==> config.mk <==
export PLATFORM = sky130hd
export DESIGN_NAME = mem_io_responder
export DESIGN_NICKNAME = d
export VERILOG_FILES = /design/src/rtl/slc3_mem_pkg.sv /design/src/rtl/mem_wait_counter.sv /design/src/rtl/mem_io_responder.sv
export SDC_FILE = /design/constraint.sdc
export NUM_CORES = 1
export LEC_CHECK = 0
export BUFFER_PORTS_ARGS = -buffer_cell sky130_fd_sc_hd__buf_2
export CAP_MARGIN = 20
export CORE_ASPECT_RATIO = 1.75
export CORE_MARGIN = 3
export CORE_UTILIZATION = 49
export CTS_BUF_LIST = sky130_fd_sc_hd__clkbuf_8
export DETAILED_ROUTE_END_ITERATION = 16
export HOLD_SLACK_MARGIN = 0.02
export PLACE_DENSITY = 0.92
export SLEW_MARGIN = 20
export SYNTH_ARGS = -nofsm -noshare
export SYNTH_HDL_FRONTEND = slang
export SYNTH_HIERARCHICAL = 1
export SYNTH_SLANG_ARGS = --single-unit
==> constraint.sdc <==
create_clock -name Clk -period 2.95 [get_ports Clk]
set_clock_uncertainty 0.1 [all_clocks]
set_input_delay 0.1475 -clock Clk [delete_from_list [all_inputs] [get_ports Clk]]
set_output_delay 0.1475 -clock Clk [all_outputs]
set_load 0.05 [all_outputs]
==> src/rtl/slc3_mem_pkg.sv <==
// Shared types and constants for the SLC-3 memory-side responder.
package slc3_mem_pkg;

    typedef enum logic [1:0] {
        IDLE,
        ACCESS,
        DONE
    } state_e;

    localparam logic [15:0] IO_ADDR_DEFAULT = 16'hFFFF;
    localparam int          SRAM_AW         = 20;
    localparam int          WAIT_W          = 4;

endpackage

==> src/rtl/mem_wait_counter.sv <==
// Loadable down-counter that paces SRAM wait states.
// It stops at zero and flags the decrement that reaches zero.
module mem_wait_counter #(
    parameter int WAIT_W = 4
) (
    input  logic              clk_i,
    input  logic              rst_i,
    input  logic              load_i,
    input  logic [WAIT_W-1:0] load_val_i,
    input  logic              dec_i,
    output logic              zero_o,
    output logic              last_o
);

    logic [WAIT_W-1:0] cnt_q, cnt_d;

    always_comb begin
        cnt_d = cnt_q;
        if (load_i)
            cnt_d = load_val_i;
        else if (dec_i && cnt_q != '0)
            cnt_d = cnt_q - 1'b1;
    end

    always_ff @(posedge clk_i or posedge rst_i) begin
        if (rst_i) cnt_q <= '0;
        else       cnt_q <= cnt_d;
    end

    assign zero_o = (cnt_q == '0);
    // Asserted on the edge whose decrement lands on zero.
    assign last_o = dec_i && !load_i && (cnt_q == WAIT_W'(1));

endmodule

==> src/rtl/mem_io_responder.sv <==
// Memory responder for the SLC-3 MAR/MDR interface.
// It serves SRAM with wait states or the switch/hex I/O register, and answers with R.
module mem_io_responder
    import slc3_mem_pkg::*;
#(
    parameter int          WAIT_STATES = 2,
    parameter logic [15:0] IO_ADDR     = IO_ADDR_DEFAULT
) (
    input  logic               Clk,
    input  logic               Reset,
    input  logic               MIO_EN,
    input  logic               WE,
    input  logic [15:0]        MAR,
    input  logic [15:0]        MDR,
    input  logic [15:0]        SW,
    output logic [15:0]        Data_to_CPU,
    output logic               R,
    output logic [15:0]        HEX_Out,
    output logic [SRAM_AW-1:0] SRAM_ADDR,
    output logic [15:0]        SRAM_DQ_Out,
    input  logic [15:0]        SRAM_DQ_In,
    output logic               SRAM_DQ_OE,
    output logic               SRAM_CE_N,
    output logic               SRAM_OE_N,
    output logic               SRAM_WE_N
);

    localparam logic [WAIT_W-1:0] WAIT_LD = WAIT_W'(WAIT_STATES);

    state_e             state_q;
    logic               r_q, we_q;
    logic [15:0]        data_q, hex_q, dq_out_q;
    logic [SRAM_AW-1:0] addr_q;
    logic               dq_oe_q, ce_n_q, oe_n_q, we_n_q;

    logic io_hit, cnt_load, cnt_zero, cnt_last;

    assign io_hit   = (MAR == IO_ADDR);
    assign cnt_load = (state_q == IDLE) && MIO_EN && !io_hit;

    mem_wait_counter #(
        .WAIT_W (WAIT_W)
    ) u_wait (
        .clk_i      (Clk),
        .rst_i      (Reset),
        .load_i     (cnt_load),
        .load_val_i (WAIT_LD),
        .dec_i      (state_q == ACCESS),
        .zero_o     (cnt_zero),
        .last_o     (cnt_last)
    );

    always_ff @(posedge Clk or posedge Reset) begin
        if (Reset) begin
            state_q  <= IDLE;
            r_q      <= 1'b0;
            we_q     <= 1'b0;
            data_q   <= '0;
            hex_q    <= '0;
            addr_q   <= '0;
            dq_out_q <= '0;
            dq_oe_q  <= 1'b0;
            ce_n_q   <= 1'b1;
            oe_n_q   <= 1'b1;
            we_n_q   <= 1'b1;
        end else begin
            case (state_q)
                IDLE: begin
                    if (MIO_EN) begin
                        addr_q   <= {{(SRAM_AW-16){1'b0}}, MAR};
                        dq_out_q <= MDR;
                        we_q     <= WE;
                        if (io_hit) begin
                            if (WE) hex_q  <= MDR;
                            else    data_q <= SW;
                            r_q     <= 1'b1;
                            state_q <= DONE;
                        end else begin
                            ce_n_q  <= 1'b0;
                            oe_n_q  <= WE;
                            we_n_q  <= !WE;
                            dq_oe_q <= WE;
                            state_q <= ACCESS;
                        end
                    end
                end
                ACCESS: begin
                    // WE_N releases one cycle early so address/data hold past the strobe.
                    if (!cnt_zero) begin
                        if (cnt_last && we_q) we_n_q <= 1'b1;
                    end else begin
                        if (!we_q) data_q <= SRAM_DQ_In;
                        ce_n_q  <= 1'b1;
                        oe_n_q  <= 1'b1;
                        we_n_q  <= 1'b1;
                        dq_oe_q <= 1'b0;
                        r_q     <= 1'b1;
                        state_q <= DONE;
                    end
                end
                DONE: begin
                    if (!MIO_EN) begin
                        r_q     <= 1'b0;
                        state_q <= IDLE;
                    end
                end
                default: state_q <= IDLE;
            endcase
        end
    end

    assign Data_to_CPU = data_q;
    assign R           = r_q;
    assign HEX_Out     = hex_q;
    assign SRAM_ADDR   = addr_q;
    assign SRAM_DQ_Out = dq_out_q;
    assign SRAM_DQ_OE  = dq_oe_q;
    assign SRAM_CE_N   = ce_n_q;
    assign SRAM_OE_N   = oe_n_q;
    assign SRAM_WE_N   = we_n_q;

endmodule

# == Word level (Yosys, flattened, before mapping) ==
# Index checks and enable logic that the tools add are counted.
# op_classes
eq_ne,12
addsub,1
n_reduce_logical,22
n_mux,31
# op_table
cell,n
$mux W16,5
$pmux W16 S2,1
$eq A16 B16 Y1 const B,1
$ne A2 B2 Y1 const B,7
$mux W1,13
$reduce_and A4 Y1,3
$mux W2,4
$mux W4,2
$pmux W1 S2,4
$logic_and A1 B1 Y1,6
$pmux W2 S3,1
$reduce_and A6 Y1,1
$reduce_and A5 Y1,1
$eq A4 B1 Y1 const B,1
$logic_not A4 Y1,1
$reduce_bool A2 Y1,2
$reduce_bool A4 Y1,1
$sub A4 B1 Y4 const B,1
$logic_not A1 Y1,3
$ne A3 B3 Y1 const B,1
$pmux W1 S3,1
$reduce_and A3 Y1,1
$reduce_bool A3 Y1,1
$eq A2 B1 Y1 const B,1
3 further kinds,3
# word_totals
output_inout_bits,73
input_bits,68
reg_bits,76
elab_cells,78

# == Depth between registers and ports, before layout ==
# logic_depth
depth_word,10
ltp_mapped,10
ltp_nobuf,8

# == Cells and area by module ==
# Netlist, hierarchy kept.
# by_module_without_submodules
mod,area_per_inst_um2,instances,seq_area_each_um2,cells_per_inst
mem_io_responder,3098.0,1,1805.5,205
mem_wait_counter,267.8,1,100.1,32

# == Least setup slack after synthesis ==
# OpenSTA, ideal clock, no wires.
# synth_path
path_kind,reg2reg
from,register u_wait.cnt_q[0]
to,"register data_q[0], in the netlist Data_to_CPU[0]"
t_arrival_ns,2.116
path_slack_ns,0.608
required_ns,2.725
path_stages_with_launch,11
path_buffers,2
setup_ns,0.125
period_less_slack_ns,2.342
path_cell_list,dfrtp_1 inv_1 ha_1 or3b_2 inv_1 nand2_1 nor2_1 o221a_2 buf_6 buf_12 mux2_4
# synth_via
elab_chain_len,3
# synth_rtl
element,line,text
from (decl),mem_wait_counter.sv:15,"logic [WAIT_W-1:0] cnt_q, cnt_d;"
from (signal assigned),mem_wait_counter.sv:27,else cnt_q <= cnt_d;
$logic_not A4 Y1,mem_wait_counter.sv:30,assign zero_o = (cnt_q == '0);
via cnt_zero,mem_io_responder.sv:36,"logic io_hit, cnt_load, cnt_zero, cnt_last;"
$ne A2 B2 Y1 (no line),-,
$reduce_and A6 Y1 (no line),-,
to (signal assigned),mem_io_responder.sv:92,if (!we_q) data_q <= SRAM_DQ_In;
to (decl),mem_io_responder.sv:32,"logic [15:0] data_q, hex_q, dq_out_q;"
# The timed path passes the listed nets, and every way through them passes these cells.
# A chain may end at the register's enable or synchronous reset.

# == Worst setup path in the final report ==
# layout_path
from,register u_wait.cnt_q[0]
to,"register data_q[3], in the netlist Data_to_CPU[3]"
# The elaborated chain is that of the path after synthesis.

==> results.py <==
metrics = {
    "sta": {
        "fmax_mhz": 392,
        "tightest_slew_ns": 0.727,
        "drv_slew": 0,
        "fin_tns_setup_ns": 0,
        "rsz0062_at_grt": "false",
        "setup_viol": 0,
        "layout_setup_ws_ns": 0.396,
        "min_period_over_period_pct": 86.6,
        "period_needed_ns": 2.55,
        "slew_headroom_pct": 51.5,
        "hold_viol_final": 0,
    },
    "route": {
        "first_pass_iters": 4,
        "ant_nets": 0,
        "route.detailed.drc": 0,
        "post_drt_wl_per_cell_um": 16.6,
        "initialDrtViolationCount": 141,
        "wl_um": 8360,
        "num_vias": 2567,
        "viasPerCell": 5.11,
    },
    "critical_path": {
        "worst-path-stages": 8,
        "crit_type": "flip-flop to flip-flop",
        "r2r_end": "Data_to_CPU[3]$_DFFE_PP0P_",
        "crit_path_frequent_cell": "inv_1",
        "worstPathMaxFanout": 16,
        "startpoint": "u_wait/cnt_q[0]$_DFFE_PP0P_",
        "crit_family": "simple AND/OR/NAND/NOR gates",
        "start_kind": "flip-flop",
        "rr_worst_depth": 8,
        "cpPeakStageDelay_ns": 0.52,
        "worstPathCellList": "inv_1, ha_1, or3b_2, inv_1, nand2_1, nor2_1, o221a_2, mux2_2",
        "critPathArrivalTime_ns": 2.68,
        "cp_num_buf_inv": 2,
        "end_kind": "flip-flop",
        "critPathSlowestCell": "o221a_2",
        "required_ns": 3.08,
        "regToRegStartpoint": "u_wait/cnt_q[0]$_DFFE_PP0P_",
        "r2r_slack_ns": 0.40,
        "crit_end": "Data_to_CPU[3]$_DFFE_PP0P_",
    },
    "pwr": {
        "leakage_uw": 0.00236,
        "max-vdd-ir-drop_uv": 893,
        "p_per_area_nw_per_um2": 1140,
    },
    "global_route": {
        "grtUsageTotal_pct": 22.5,
        "grt_max_degree": 40,
        "grt_pass1_wl_um": 13200,
        "antenna_found_initial": 0,
        "grt_pass1_vias": 2796,
        "grt-ovfl-total": 0,
    },
    "die": {
        "die_area_um2": 7940,
        "die_h_um": 116,
        "rows": 39,
        "die_w_um": 68.7,
        "coreArea_um2": 6590,
        "io_pins": 141,
        "start_util_pct": 51.1,
    },
    "logic_synthesis": {
        "netlist_instances": 237,
        "ys_warn_count": 6,
        "synth_area_um2": 3370,
        "syn_area_per_cell_um2": 14.2,
        "ys.flop_type": "dfrtp_1",
        "seq_area_frac_synth_pct": 56.6,
        "yosysUniqueCellTypes": 37,
        "ys_async_sr_fraction_pct": 100,
        "synth_top_area_share_pct": 54.3,
        "synth-edff-count": 0,
        "synth-seq-cells": 76,
        "yosys-top-cells-area": "dfrtp_1 (54%), mux2_2 (24%), mux2_4 (4.5%), dfstp_2 (2.3%), o21ai_0 (1.5%)",
        "yosys.area.top_type": "dfrtp_1",
    },
    "clocking": {
        "root_buffer": "clkbuf_8",
        "htreeDepth": 3,
        "hold_buffers": 34,
        "clkTransAtPathRegs_ns": 0.08,
        "cts_resized": 0,
        "clock_path_buffers": 2,
        "cts_sinks": 76,
        "worstSkewPairLatency_ns": 0.33,
        "cts_tree": "done",
        "cts_made_buffers": 9,
        "post-cts-setup-buffers": 0,
    },
    "final_layout": {
        "finalNetCount": 485,
        "diodes": 0,
        "drive_above_1_share_pct": 59.0,
        "area_delta_synth_final_pct": 38.1,
    },
    "worst_hold_path": {
        "hp-class": "input port to flip-flop",
    },
    "place": {
        "place_ws_ns": 0.406,
        "place_congestion": 0.824,
        "io_buffers": 136,
        "post-dp-hpwl_um": 5920,
    },
    "job": {
        "max_cap_viol_count": 0,
    },
    "outcome": {
        "status": "finished, final reports clean",
    },
}
[how the worst min path moves through the flow]
stage	startpoint	end	slack, ns	cells after the start
global route	WE	we_q$_DFFE_PP0P_	0.04	2
detailed placement	Reset	u_wait/cnt_q[3]$_DFFE_PP0P_	-0.03	2
finish	WE	SRAM_OE_N$_DFFE_PP1P_	0.04	3
global placement	Reset	u_wait/cnt_q[3]$_DFFE_PP0P_	-0.04	2
CTS	WE	SRAM_OE_N$_DFFE_PP1P_	0.03	3
floorplan	Reset	u_wait/cnt_q[0]$_DFFE_PP0P_	-0.19	1
[routing by layer]
layer / up-vias / wire length, µm / GRT usage [%]
li1: 1186 / - / -
met2: 108 / 4580 / 38.2
met4: 0 / 229 / 11.3
met5: - / 0 / 0
met3: 23 / 580 / 6.79
met1: 1250 / 2970 / 24.5
[where the power goes]
part           internal (µW)  total (µW)  leakage, µW  switching (µW)
combinational            914        2840      0.00133            1930
clock                    380         744     0.000101             364
sequential              1460        1710     0.000928             244
total                   2760        5300      0.00236            2540
[worst reg2reg max path, stage by stage (launching register included)]
cell	delay [ns]
dfrtp_1	0.41
inv_1	0.10
ha_1	0.18
or3b_2	0.50
inv_1	0.10
nand2_1	0.05
nor2_1	0.09
o221a_2	0.52
mux2_2	0.40
[through the flow]
| stage | instances | utilization (%) | instance area (µm²) | hold slack [ns] | total power, µW |
|---|---|---|---|---|---|
| floorplan | 243 | - | 3390 | -0.186 | 3880 |
| global placement | 452 | 62.6 | 4130 | -0.0355 | 4430 |
| detailed placement | 452 | 62.6 | 4130 | -0.0299 | 4530 |
| CTS | 502 | 70.6 | 4650 | 0.0256 | 5320 |
| global route | 502 | 70.6 | 4650 | 0.0428 | 5560 |
| finish | 502 | 70.6 | 4650 | 0.0449 | 5300 |
[Yosys cell counts, drive strengths merged (3+ instances only)]
cell and instances:
o21ai 10, nand3 3, mux2 81, dfstp 3, buf 11, inv 10, dfrtp 73, a21oi 5
nand4 4, nand2 9, nor2 3
[cell usage in the layout (no fill, tap or decap), types with 5 or more instances in the layout]
cell type,count
o21ai_0,10
clkbuf_8,9
mux2_4,10
dfrtp_1,73
nand2_1,9
mux2_2,71
inv_1,11
buf_2,136
dlygate4sd3_1,34
conb_1,8
a21oi_1,5
[sequential cells by signal (all words and copies together) (netlist names)]
signal        flops
Data_to_CPU      16
HEX_Out          16
SRAM_ADDR        16
SRAM_DQ_Out      16
u_wait/cnt_q      4
state_q           2
R                 1
SRAM_CE_N         1
SRAM_DQ_OE        1
SRAM_OE_N         1
SRAM_WE_N         1
we_q              1
[logic make-up (layout without fill, tap and decap cells)]
group           Yosys count  after routing  share of synthesized area, %
simple gates             31             31                          6.21
compound gates           21             21                          3.72
flops                    76             76                          56.6
fa+ha+maj                 2              2                         0.743
mux                      82             82                          28.5
other cells               2              8                         0.223
buf+inv                  23            200                          3.98
[cell type report]
cell class,instances,area [µm²]
clock inverter,7,60.1
tap,82,103
timing repair buffer,174,1060
inverter,10,37.5
fill,478,1940
clock buffer,9,124
multi-input combinational,144,1360
sequential,76,1910
Note: power is estimated with default switching activity, not from simulation.
